File: config.mk
export PLATFORM = sky130hd
export DESIGN_NAME = branch_target_predictor
export DESIGN_NICKNAME = d
export VERILOG_FILES = /design/src/rtl/branch_target_predictor.sv
export SDC_FILE = /design/constraint.sdc
export NUM_CORES = 2
export LEC_CHECK = 0
export BUFFER_PORTS_ARGS = -buffer_cell sky130_fd_sc_hd__buf_2
export CAP_MARGIN = 25
export CORE_ASPECT_RATIO = 0.7
export CORE_MARGIN = 2
export CORE_UTILIZATION = 47
export CTS_CLUSTER_SIZE = 16
export DETAILED_ROUTE_END_ITERATION = 12
export PLACE_DENSITY = 0.62
export SLEW_MARGIN = 20
export SYNTH_ARGS = -nofsm -noshare
export SYNTH_HDL_FRONTEND = slang
export SYNTH_SLANG_ARGS = --single-unit
File: constraint.sdc
create_clock -name clk -period 3.66 [get_ports clk]
set_input_delay 0 -clock clk [delete_from_list [all_inputs] [get_ports clk]]
set_output_delay 0 -clock clk [all_outputs]
set_load 0.05 [all_outputs]
File: src/rtl/branch_target_predictor.sv
// branch_target_predictor
//   Direct-mapped branch target buffer with 2-bit saturating direction
//   counters. Lookup is combinational on the fetch PC, so fetch can pick its
//   next PC in the same cycle. Resolved-branch updates from EX train the
//   tables on the rising clock edge.
//
//   Optional feature macro: BP_GSHARE_EN
//     undefined (default): one direction counter per BTB entry.
//     defined            : the counters move to a separate pattern table
//                          indexed by (pc index XOR global history).
module branch_target_predictor #(
  parameter int ADDR_WIDTH = 26,
  parameter int INDEX_BITS = 6
) (
  input  logic                  clk,
  input  logic                  rst_n,
  // Lookup side (fetch)
  input  logic [ADDR_WIDTH-1:0] i_pc,
  output logic                  o_is_branch,
  output logic                  o_prediction,
  output logic [ADDR_WIDTH-1:0] o_target,
  // Maintenance and training side (EX)
  input  logic                  i_flush,
  input  logic                  i_update_valid,
  input  logic [ADDR_WIDTH-1:0] i_update_pc,
  input  logic                  i_update_branch,
  input  logic                  i_update_taken,
  input  logic [ADDR_WIDTH-1:0] i_update_target
);

  localparam int ENTRIES = 1 << INDEX_BITS;
  localparam int TAG_W   = ADDR_WIDTH - INDEX_BITS - 2;

  localparam logic [1:0] CTR_WEAK_NT = 2'b01;
  localparam logic [1:0] CTR_WEAK_T  = 2'b10;

  // Saturating counter step: +1 up to 3 when taken, -1 down to 0 otherwise.
  function automatic logic [1:0] ctr_step(input logic [1:0] ctr, input logic taken);
    if (taken) return (ctr == 2'b11) ? ctr : ctr + 2'd1;
    else       return (ctr == 2'b00) ? ctr : ctr - 2'd1;
  endfunction

  // ---------------------------------------------------------------------------
  // Storage
  // ---------------------------------------------------------------------------
  logic [ENTRIES-1:0]    valid_q;
  logic [TAG_W-1:0]      tag_q    [ENTRIES];
  logic [ADDR_WIDTH-1:0] target_q [ENTRIES];

`ifdef BP_GSHARE_EN
  logic [1:0]            pht_q    [ENTRIES];
  logic [INDEX_BITS-1:0] ghr_q;
`else
  logic [1:0]            ctr_q    [ENTRIES];
`endif

  // ---------------------------------------------------------------------------
  // Lookup decode
  // ---------------------------------------------------------------------------
  logic [INDEX_BITS-1:0] lk_idx;
  logic [TAG_W-1:0]      lk_tag;
  logic                  lk_hit;
  logic [1:0]            lk_ctr;

  assign lk_idx = i_pc[INDEX_BITS+1:2];
  assign lk_tag = i_pc[ADDR_WIDTH-1:INDEX_BITS+2];
  assign lk_hit = valid_q[lk_idx] && (tag_q[lk_idx] == lk_tag);

`ifdef BP_GSHARE_EN
  assign lk_ctr = pht_q[lk_idx ^ ghr_q];
`else
  assign lk_ctr = ctr_q[lk_idx];
`endif

  // Outputs are forced to zero on a miss so fetch never sees stale targets.
  always_comb begin
    // NOTE: every output of a combinational block gets a default first, so no
    // path can leave it unassigned and infer a latch.
    o_is_branch  = 1'b0;
    o_prediction = 1'b0;
    o_target     = '0;
    if (lk_hit) begin
      o_is_branch  = 1'b1;
      o_prediction = lk_ctr[1];
      o_target     = target_q[lk_idx];
    end
  end

  // ---------------------------------------------------------------------------
  // Update decode
  // ---------------------------------------------------------------------------
  logic [INDEX_BITS-1:0] up_idx;
  logic [TAG_W-1:0]      up_tag;
  logic                  up_hit;
  logic                  up_en;        // update accepted (flush drops it)
  logic                  up_br_en;     // accepted update of a control transfer

  assign up_idx   = i_update_pc[INDEX_BITS+1:2];
  assign up_tag   = i_update_pc[ADDR_WIDTH-1:INDEX_BITS+2];
  assign up_hit   = valid_q[up_idx] && (tag_q[up_idx] == up_tag);
  assign up_en    = i_update_valid && !i_flush;
  assign up_br_en = up_en && i_update_branch;

  // Byte-offset bits never take part in indexing or tagging.
  logic unused_low_bits;
  assign unused_low_bits = ^{i_pc[1:0], i_update_pc[1:0]};

  // ---------------------------------------------------------------------------
  // Valid bits: cleared by reset and flush, set on branch allocation, cleared
  // when a non-branch aliases onto a live entry.
  // ---------------------------------------------------------------------------
  always_ff @(posedge clk or negedge rst_n) begin
    if (!rst_n) begin
      // NOTE: sequential state is written with non-blocking assignments so every
      // flop samples pre-edge values regardless of block ordering.
      valid_q <= '0;
    end else if (i_flush) begin
      valid_q <= '0;
    end else if (i_update_valid) begin
      if (i_update_branch)  valid_q[up_idx] <= 1'b1;
      else if (up_hit)      valid_q[up_idx] <= 1'b0;
    end
  end

  // Tag and target RAM: written on every accepted branch update.
  always_ff @(posedge clk) begin
    // NOTE: tag and target are deliberately not reset; valid_q gates every use
    // of them, so resetting these arrays would only cost reset routing.
    if (up_br_en) begin
      tag_q[up_idx]    <= up_tag;
      target_q[up_idx] <= i_update_target;
    end
  end

`ifdef BP_GSHARE_EN
  // ---------------------------------------------------------------------------
  // Gshare direction state: pattern table trained at (index ^ pre-shift ghr)
  // on every branch update; allocation does not reinitialise the counter.
  // ---------------------------------------------------------------------------
  logic [INDEX_BITS-1:0] up_pht_idx;
  assign up_pht_idx = up_idx ^ ghr_q;

  // Pattern table counters: reset to weakly not-taken, untouched by flush.
  always_ff @(posedge clk or negedge rst_n) begin
    if (!rst_n) begin
      for (int i = 0; i < ENTRIES; i++) pht_q[i] <= CTR_WEAK_NT;
    end else if (up_br_en) begin
      pht_q[up_pht_idx] <= ctr_step(pht_q[up_pht_idx], i_update_taken);
    end
  end

  // Global history: shifts in the outcome of every branch update.
  always_ff @(posedge clk or negedge rst_n) begin
    if (!rst_n) begin
      ghr_q <= '0;
    end else if (i_flush) begin
      ghr_q <= '0;
    end else if (up_br_en) begin
      ghr_q <= {ghr_q[INDEX_BITS-2:0], i_update_taken};
    end
  end
`else
  // ---------------------------------------------------------------------------
  // Per-entry direction counters: trained on a hit, reinitialised on allocate.
  // ---------------------------------------------------------------------------
  always_ff @(posedge clk or negedge rst_n) begin
    if (!rst_n) begin
      for (int i = 0; i < ENTRIES; i++) ctr_q[i] <= CTR_WEAK_NT;
    end else if (up_br_en) begin
      if (up_hit)              ctr_q[up_idx] <= ctr_step(ctr_q[up_idx], i_update_taken);
      else if (i_update_taken) ctr_q[up_idx] <= CTR_WEAK_T;
      else                     ctr_q[up_idx] <= CTR_WEAK_NT;
    end
  end
`endif

endmodule

==> run summary <==
Clk root buf: clkbuf_16
Worst-path clk slew: 0.06 ns
Setup_tns: -144.41 ns
Fill count: 20,027
Setup Crit Path Kind: flop to primary output
Max Cap Viol: 0
Max frequency: 0.204 GHz
Max IR drop VDD: 0.465 mV
Initial antenna violation count: 22
Fraction of layout cells with a size suffix above 1: 39.0%
Gr usage total: 34.2%
Routed wire length per instance: 42.3 um
Failing checks: setup timing
Critical Path Fanout Max: 14
CTS tree: built
Hold Vio Cnt, Final: 0
# DRC: 0
Mapped Area: 0.127 mm2
1st-iter DRT viols: 14,602
Nets@finish: 7,430
Setup Skew: 0.0343 ns
Final GP Congestion: 1.00
Synth Area in XOR/XNOR: 0.220%
Multiplexer share of the synthesized area: 20.1%
Seq/Total Area, Yosys: 70.2%
Count of input and output buffers: 107
YS warnings: 0
Leakage: 50.3 nW
Vias per cell: 7.05
FP Rows: 159
Drt pass-1 iters: 9
Worst setup SP type: flop
Status: finished with violations
Area growth, synth to finish: 20.0%
Mapped Avg Cell Area: 19.9 um2
Bufs on Longest Clock Path: 4
CP endpoint kind: primary output
Gr ovfl total: 0
Post-synthesis adder-cell area fraction: 0%
Htree depth: 5
Initial Util: 47.4%
Main synth FF type: edfxtp_1
Worst-skew pair later-pin latency: 0.90 ns
Post-synthesis compound-gate area fraction: 5.15%
Post-DRT Antenna Nets: 0
Die area: 0.275 mm2
Fraction of the mapped netlist area in simple logic gates: 2.39%
Slew Limit Fails: 0
Synth Instances: 6,409
Req. time, crit path: 3.66 ns
Via Count: 79,003
Critical path data arrival time: 4.91 ns
EDFF count, synth: 2,816
Placeable Area: 0.269 mm2
Final Util: 56.9%
Worst min path class: primary input to flop
Synthesized net count: 6,493
Distinct cells, synth: 97
Final setup fails: 220
Tmin final: 4.91 ns
Ys async rst share: 6.38%
Post-synthesis register bit count: 3,008
Cts bufs inserted: 298
PD cells: 489 mW/mm2
Relative slew slack: 26.4%
Pin count of the biggest net entering global routing: 83
Vias in the first global route: 74,910
Worst slew pin tran: 1.10 ns
Die Ht: 440 um
Period utilization: 134%
First-pass GRT wire length: 640,000 um
Sink Count: 3,008
Largest family of logic cells by synthesized area: multiplexers
Final wirelength: 474,000 um
HPWL Detailed: 298,000 um
RSZ-0062 raised after global routing: true
I/O Pins: 112
DIE WIDTH: 626 um
Post-route worst setup slack: -1.25 ns
## per-layer routing
metal	vias up	global-route usage (%)	share of wire [%]
met2	6770	46.1	41
li1	29222	-	-
met1	41910	49.7	39
met3	1085	13.9	16
met5	-	0.104	0.026
met4	16	12.6	4.4
## metrics by stage
stage | hold WS (ns) | setup slack, ns | instance area [um2] | power, mW | std cells
after global placement | 0.203 | -1.06 | 140000 | 43.8 | 10544
after floorplan | -0.296 | -0.0436 | 128000 | 41.3 | 6409
after CTS | 0.00134 | -1.24 | 152000 | 74.9 | 11176
after global routing | 0.0329 | -1.28 | 153000 | 76.5 | 11200
after detailed placement | 0.214 | -0.929 | 140000 | 43.8 | 10544
final | 0.0449 | -1.25 | 153000 | 74.9 | 11214
## cells by family after synthesis
kind of cell,Yosys count
DFF,3008
xor gates and xnor gates,32
muxes,1255
AOI/OAI and AO/OA,933
and+or+nand+nor,631
buffers and inverters,550
## Yosys cell counts (22+ instances only)
| master | n | area (um2) |
|---|---|---|
| xnor2_1 | 26 | 228 |
| buf_4 | 24 | 180 |
| a31oi_1 | 30 | 188 |
| o22ai_1 | 70 | 438 |
| nor3_1 | 49 | 245 |
| o21ai_0 | 164 | 821 |
| mux2i_1 | 171 | 1710 |
| o211ai_1 | 33 | 248 |
| nor2b_1 | 36 | 225 |
| a21oi_1 | 143 | 716 |
| dfstp_2 | 64 | 1680 |
| buf_6 | 22 | 248 |
| nor2_1 | 65 | 244 |
| mux2_2 | 38 | 428 |
| inv_1 | 74 | 278 |
| edfxtp_1 | 2816 | 84600 |
| nand2_1 | 325 | 1220 |
| buf_2 | 78 | 390 |
| o21ai_2 | 60 | 526 |
| a22oi_1 | 141 | 1060 |
| mux4_2 | 1041 | 23400 |
| a221oi_1 | 144 | 1260 |
| clkbuf_1 | 245 | 920 |
| buf_1 | 96 | 360 |
| dfrtp_1 | 128 | 3200 |
## worst max-delay path: stages (launching register included)
cell and delay (ns):
edfxtp_1 0.48, mux4_2 0.54, mux4_2 0.48, mux2_2 0.30, a21oi_4 0.18, buf_4 0.16
xnor2_1 0.09, nor3_2 0.15, nand4_1 0.23, buf_4 0.24, or4_4 0.47, buf_16 0.22
a211oi_4 0.27, buf_12 0.18
## sequential cells by signal (all words and copies together), names as in the netlist, named ones only
name      flops
target_q   1664
tag_q      1152
valid_q      64
## worst paths after layout
kind                                         endpoint  slack, ns                 from  cells after the start
hold reg to reg                                  flop       0.47                 flop                      2
hold / removal                       target_q[52][20]       0.04  i_update_target[20]                      2
setup reg to reg                                 flop      -0.68         tag_q[17][7]                     16
setup / recovery                          o_target[2]      -1.25         tag_q[59][3]                     13
min in group asynchronous  asynchronous set/reset pin       0.54                rst_n                      3
max in group asynchronous  asynchronous set/reset pin       2.58                rst_n                      4
## where the power goes
part / switching [mW] / internal (mW)
Sequential: 0.0859 / 37.8
Combinational: 3.29 / 2.43
Clock: 13.4 / 17.9
Total: 16.8 / 58.1
## cell type report
cell class                 instances  area (um2)  area share (%)
inverter                          76         450           0.294
clock buffer                     368        7990            5.23
sequential                      3008       89400            58.5
antenna                           17        42.5          0.0278
tap                             3622        4530            2.96
timing repair buffer            1111       12200            7.97
clock inverter                   161        1690            1.10
multi-input combinational       2851       36600            23.9
## cells in the final DEF, fill, tap and decap left out, types with 18 or more instances in the layout
cell,synthesis,routed
edfxtp_1,2816,2816
mux4_2,1041,1041
buf_4,24,669
nand2_1,325,325
clkbuf_16,0,312
buf_12,2,265
mux2i_1,171,169
o21ai_2,60,161
a221oi_1,144,144
a22oi_1,141,139
a21oi_1,143,138
dfrtp_1,128,128
o22ai_1,70,66
inv_4,0,64
dfstp_2,64,64
nor2_1,65,62
buf_2,78,62
clkinv_1,0,60
clkbuf_1,245,55
dlygate4sd3_1,0,55
o21ai_0,164,53
nor3_1,49,46
clkinv_2,0,43
mux2_2,38,37
bufinv_16,0,34
o211ai_1,33,33
a31oi_1,30,29
buf_6,22,25
xnor2_1,26,23
nand2b_1,18,18
a22o_1,18,18
## what timing repair did
item,CTS,global route
pin swaps,25,70
cloned,22,4
hold buffers,56,0
hold endpoints to repair,3057,0
buffers inserted,26,23
gates resized for setup,189,221
setup endpoints to repair,220,220
Power figures use the tool's default switching activity.
